==> src/rtl/mci_cif_arbiter.sv <==
// Round-robin arbiter sharing one MCI CIF request path between NUM_REQ requesters.
// Grants are locked until downstream completion; a hold watchdog aborts hung targets.
module mci_cif_arbiter #(
  parameter int unsigned NUM_REQ        = 2,
  parameter int unsigned ADDR_W         = 32,
  parameter int unsigned DATA_W         = 32,
  parameter int unsigned USER_W         = 32,
  parameter int unsigned TIMEOUT_CYCLES = 1024
) (
  input  logic                         clk,
  input  logic                         rst,
  input  logic [NUM_REQ-1:0]           req_dv,
  input  logic [NUM_REQ*ADDR_W-1:0]    req_addr,
  input  logic [NUM_REQ*DATA_W-1:0]    req_wdata,
  input  logic [NUM_REQ*DATA_W/8-1:0]  req_wstrb,
  input  logic [NUM_REQ-1:0]           req_write,
  input  logic [NUM_REQ*USER_W-1:0]    req_user,
  output logic [NUM_REQ-1:0]           req_hold,
  output logic [NUM_REQ-1:0]           req_error,
  output logic [DATA_W-1:0]            req_rdata,
  output logic                         dn_dv,
  output logic [ADDR_W-1:0]            dn_addr,
  output logic [DATA_W-1:0]            dn_wdata,
  output logic [DATA_W/8-1:0]          dn_wstrb,
  output logic                         dn_write,
  output logic [USER_W-1:0]            dn_user,
  input  logic                         dn_hold,
  input  logic                         dn_error,
  input  logic [DATA_W-1:0]            dn_rdata,
  output logic [$clog2(NUM_REQ)-1:0]   grant_id,
  output logic                         busy,
  output logic                         timeout_event
);

  localparam int unsigned GW   = $clog2(NUM_REQ);
  localparam int unsigned SW   = DATA_W / 8;
  localparam int unsigned CW   = (TIMEOUT_CYCLES > 0) ? $clog2(TIMEOUT_CYCLES + 1) : 1;
  localparam bit          WdEn = (TIMEOUT_CYCLES != 0);
  localparam logic [CW-1:0] CntLast = CW'(TIMEOUT_CYCLES - 1);
  localparam logic [CW-1:0] CntSat  = CW'(TIMEOUT_CYCLES);

  localparam logic [0:0] StIdle = 1'b0;
  localparam logic [0:0] StBusy = 1'b1;

  logic [0:0]    state_q, state_d;
  logic [GW-1:0] grant_q, grant_d;
  logic [GW-1:0] last_q, last_d;
  logic [CW-1:0] cnt_q, cnt_d;

  logic [GW-1:0]     win_id, hi_id, lo_id;
  logic              hi_found;
  logic              sel_dv, sel_write, in_busy, abort;
  logic [ADDR_W-1:0] sel_addr;
  logic [DATA_W-1:0] sel_wdata;
  logic [SW-1:0]     sel_wstrb;
  logic [USER_W-1:0] sel_user;

  // Winner: lowest requester above last_q, else lowest requester overall (wrap-around).
  always_comb begin
    hi_found = 1'b0;
    hi_id    = '0;
    lo_id    = '0;
    for (int j = int'(NUM_REQ) - 1; j >= 0; j--) begin
      if (req_dv[j] && (j > int'(last_q))) begin
        hi_found = 1'b1;
        hi_id    = GW'(j);
      end
      if (req_dv[j]) begin
        lo_id = GW'(j);
      end
    end
    win_id = hi_found ? hi_id : lo_id;
  end

  // Select the current owner's request fields.
  always_comb begin
    sel_dv    = 1'b0;
    sel_write = 1'b0;
    sel_addr  = '0;
    sel_wdata = '0;
    sel_wstrb = '0;
    sel_user  = '0;
    for (int i = 0; i < int'(NUM_REQ); i++) begin
      if (grant_q == GW'(i)) begin
        sel_dv    = req_dv[i];
        sel_write = req_write[i];
        sel_addr  = req_addr[i*ADDR_W +: ADDR_W];
        sel_wdata = req_wdata[i*DATA_W +: DATA_W];
        sel_wstrb = req_wstrb[i*SW +: SW];
        sel_user  = req_user[i*USER_W +: USER_W];
      end
    end
  end

  // Downstream and per-requester response outputs.
  always_comb begin
    in_busy       = (state_q == StBusy);
    abort         = WdEn && in_busy && sel_dv && dn_hold && (cnt_q == CntLast);
    dn_dv         = in_busy && sel_dv && !abort;
    dn_addr       = in_busy ? sel_addr : '0;
    dn_wdata      = in_busy ? sel_wdata : '0;
    dn_wstrb      = in_busy ? sel_wstrb : '0;
    dn_write      = in_busy && sel_write;
    dn_user       = in_busy ? sel_user : '0;
    req_rdata     = (in_busy && !abort) ? dn_rdata : '0;
    busy          = in_busy;
    grant_id      = grant_q;
    timeout_event = abort;
    // Non-owners with a pending request are always held.
    req_hold      = req_dv;
    req_error     = '0;
    if (in_busy) begin
      for (int i = 0; i < int'(NUM_REQ); i++) begin
        if (grant_q == GW'(i)) begin
          req_hold[i]  = sel_dv && dn_hold && !abort;
          req_error[i] = abort || (dn_error && !dn_hold);
        end
      end
    end
  end

  // Next-state: grant decision in idle, completion/abort/drop handling in busy.
  always_comb begin
    state_d = state_q;
    grant_d = grant_q;
    last_d  = last_q;
    cnt_d   = cnt_q;
    case (state_q)
      StIdle: begin
        if (|req_dv) begin
          grant_d = win_id;
          cnt_d   = '0;
          state_d = StBusy;
        end
      end
      default: begin
        if (abort || (dn_dv && !dn_hold)) begin
          last_d  = grant_q;
          state_d = StIdle;
        end else if (!sel_dv) begin
          // Requester abandoned the transfer: leave the round-robin pointer alone.
          state_d = StIdle;
        end
        if (!dn_hold) begin
          cnt_d = '0;
        end else if (sel_dv && (cnt_q != CntSat)) begin
          cnt_d = cnt_q + 1'b1;
        end
      end
    endcase
  end

  // State registers with synchronous reset.
  always_ff @(posedge clk) begin
    if (rst) begin
      state_q <= StIdle;
      grant_q <= '0;
      last_q  <= GW'(NUM_REQ - 1);
      cnt_q   <= '0;
    end else begin
      state_q <= state_d;
      grant_q <= grant_d;
      last_q  <= last_d;
      cnt_q   <= cnt_d;
    end
  end

endmodule

==> config.mk <==
export PLATFORM = sky130hd
export DESIGN_NAME = mci_cif_arbiter
export DESIGN_NICKNAME = d
export VERILOG_FILES = /design/src/rtl/mci_cif_arbiter.sv
export SDC_FILE = /design/constraint.sdc
export NUM_CORES = 1
export LEC_CHECK = 0
export CAP_MARGIN = 15
export CORE_AREA = 2 2 147 149
export DETAILED_ROUTE_END_ITERATION = 7
export DIE_AREA = 0 0 149 151
export DONT_BUFFER_PORTS = 1
export GPL_TIMING_DRIVEN = 0
export PLACE_DENSITY = 0.3
export RECOVER_POWER = 100
export REMOVE_ABC_BUFFERS = 1
export SLEW_MARGIN = 20
export SYNTH_ARGS = -nofsm -noshare
export SYNTH_HDL_FRONTEND = slang
export SYNTH_SLANG_ARGS = --single-unit
export TNS_END_PERCENT = 1
==> constraint.sdc <==
create_clock -name clk -period 1.65 [get_ports clk]
set_input_delay 0.165 -clock clk [delete_from_list [all_inputs] [get_ports clk]]
set_output_delay 0.165 -clock clk [all_outputs]
set_load 0.1 [all_outputs]
==> results.cfg <==
[status]
status = finished, violations left
violations = negative setup slack

[hold_path]
hold_path.class = in -> reg
min_path_cells = 1

[worst_setup_path]
critical_path.max_fanout = 4
crit_required_ns = 1.48
end_kind = primary output
cp-start-kind = register
crit_type = reg -> out
arrival_ns = 1.95
r2r_cells = 6

[yosys]
synth_cell_types = 42
synthTopCellsByArea = mux2i_1 (35%), nor2b_1 (22%), dfxtp_1 (9.6%)
netlist.area_leader.share_pct = 34.6
yosysTopAreaCell = mux2i_1
ys.warnings.count = 0
synthesis.instances = 367
synth_edf_count = 0
synth_seq_area_share_pct = 9.59
synth.avg_cell_area_sq_um = 7.96
ys_async_sr_fraction_pct = 0
ys.flop_type = dfxtp_1
synth-seq-cells = 14
synthesis.area_sq_mm = 0.00292

[place]
portBuffers = 0
dp_hpwl_mm = 11.5
dp_slack_ns = -1.67
gp_congestion = 0.822

[die]
die_w_microns = 149
start_util_pct = 14.0
core_sq_mm = 0.0208
die_y_microns = 151
ios = 381
dieArea_sq_mm = 0.0225
row_count = 53

[sta]
fin_crit_sh_pct = 128
worstMarginPinSlew_ns = 0.872
max_freq_ghz = 0.473
relSlewSlack_pct = 42.0
skew_ns = 0.00406
period_needed_ns = 2.11
setup_viol = 150
hold_ws_ns = 0.0130
rsz0062_at_grt = yes
hold_viol_final = 0
final.setup.worst_slack_ns = -0.464
drv_slew = 0

[layout]
layout-drive-gt1-share_pct = 59.1
syn2layout_area_growth_pct = 61.3
nFillCells = 2254
fin_nets = 612

[power_and_ir_drop]
power_density_mw_per_mm2 = 803
p_leak_nw = 1.57
ir_drop_v = 0.000383

[cts]
numCtsBuffers = 3
cts_max_path_buffers = 2
cts_tree = built
cts_sinks = 14
clock-root-buffer = clkbuf_16
cts-htree-levels = 1
clock_latency_ns = 0.24
clk_pin_slew_ns = 0.05

[global_route]
grt_usage_pct = 11.5
grt_max_degree = 53
antenna_found_initial = 4
grt-ovfl-total = 0
grt_pass1_vias = 2744
grt_pass1_wl_mm = 19.0

[routing]
routed_wl_mm = 15.3
vias = 2815
viasPerCell = 4.36
drc = 0
wl_per_cell_microns = 23.7
drt_iter0_drc = 84
drtPass1Iterations = 4
ant_nets = 0

[flow_run]
drv_cap = 0
==> state kept, by name, indices dropped and copies added, names as in the netlist <==
name / cells
last_q: 1
busy: 1
cnt_q: 11
grant_id: 1
==> metrics by stage <==
stage                     instance area [sq um]  TNS, ns  power, mW  std cells  utilization [%]
after global routing                       4720   -50.91       3.89        646             22.6
after CTS                                  4610   -52.22       3.78        643             22.1
after global placement                     3120  -888.57       2.79        612             15.0
after floorplan                            2780  -733.24       2.63        337                -
after detailed placement                   3540  -120.07       2.84        617             17.0
final                                      4720   -42.43       3.79        646             22.6
==> final cells by class <==
cell class | instances | area, sq um | area share (%)
multi-input combinational | 317 | 3460 | 73.3
tap | 275 | 344 | 7.30
inverter | 7 | 26.3 | 0.557
antenna | 2 | 5.00 | 0.106
clock buffer | 4 | 88.8 | 1.88
timing repair buffer | 27 | 487 | 10.3
sequential | 14 | 307 | 6.50
==> cell usage after synthesis (2+ instances only) <==
library cell / number
nand4_1: 6
and2_1: 2
nor2_1: 16
nor4_1: 2
o21ai_0: 3
nor4b_1: 2
ha_1: 2
dfxtp_1: 14
a211o_1: 2
a31oi_1: 3
nor2b_1: 102
a21oi_1: 6
buf_2: 10
mux2i_1: 101
xor2_1: 6
buf_6: 3
inv_1: 7
and2_4: 30
nand2_1: 6
and3_1: 3
nand4b_1: 3
clkbuf_1: 17
nand3_1: 2
==> routing by layer <==
metal  part of all wire (%)  up-vias  GRT usage [%]
met4                   0.35        0           1.43
met3                    8.6        6           2.95
li1                       -     1266              -
met5                      0        -              0
met1                     40     1400           14.9
met2                     51      143           19.9
==> cells by family after synthesis <==
logic type      share of synthesized area (%)
flops                                    9.59
mux                                      35.0
compound gates                           5.35
buf+inv                                  5.95
xor+xnor                                 1.80
simple gates                             41.5
fa+ha+maj                               0.856
==> report_power, final <==
part           internal, mW  switching [mW]  total [mW]
Clock                 0.368           0.144       0.512
Sequential            0.338          0.0241       0.362
Combinational         0.694            2.22        2.91
Total                  1.40            2.39        3.79
==> final timing paths <==
path | from | to | slack [ns]
max | grant_id | req_hold[0] | -0.46
min reg2reg | last_q | last_q | 0.48
min | rst | cnt_q[7] | 0.01
max reg2reg | busy | cnt_q[7] | -0.20
==> cells in the final DEF, fill, tap and decap left out, drive strengths merged, types with 2 or more instances in the layout <==
cell type,count
a31oi,3
buf,26
nor4,3
nor2b,104
o21ai,3
nand4,7
nor4b,2
nand2,6
clkbuf,4
a211o,2
ha,2
and2,33
nand3,2
nand4b,3
xor2,6
inv,7
nor2,16
and3,3
a21oi,6
diode,2
dfxtp,14
mux2i,101
==> critical path: stages, from the launching register on <==
cell and delay [ns]:
dfxtp_4 0.37, mux2_4 0.32, nand2_4 0.08, nor4_4 0.06, nand2b_4 0.18, a31oi_4 0.68
==> repair_timing <==
item | CTS | global route
hold buffers | 1 | 0
cloned | 6 | 0
resized for setup | 134 | 35
endpoints found under the hold margin | 5 | 0
pin swaps | 44 | 9
setup endpoints to repair | 152 | 151
buffers inserted | 15 | 1
(Power assumes the default switching activity.)
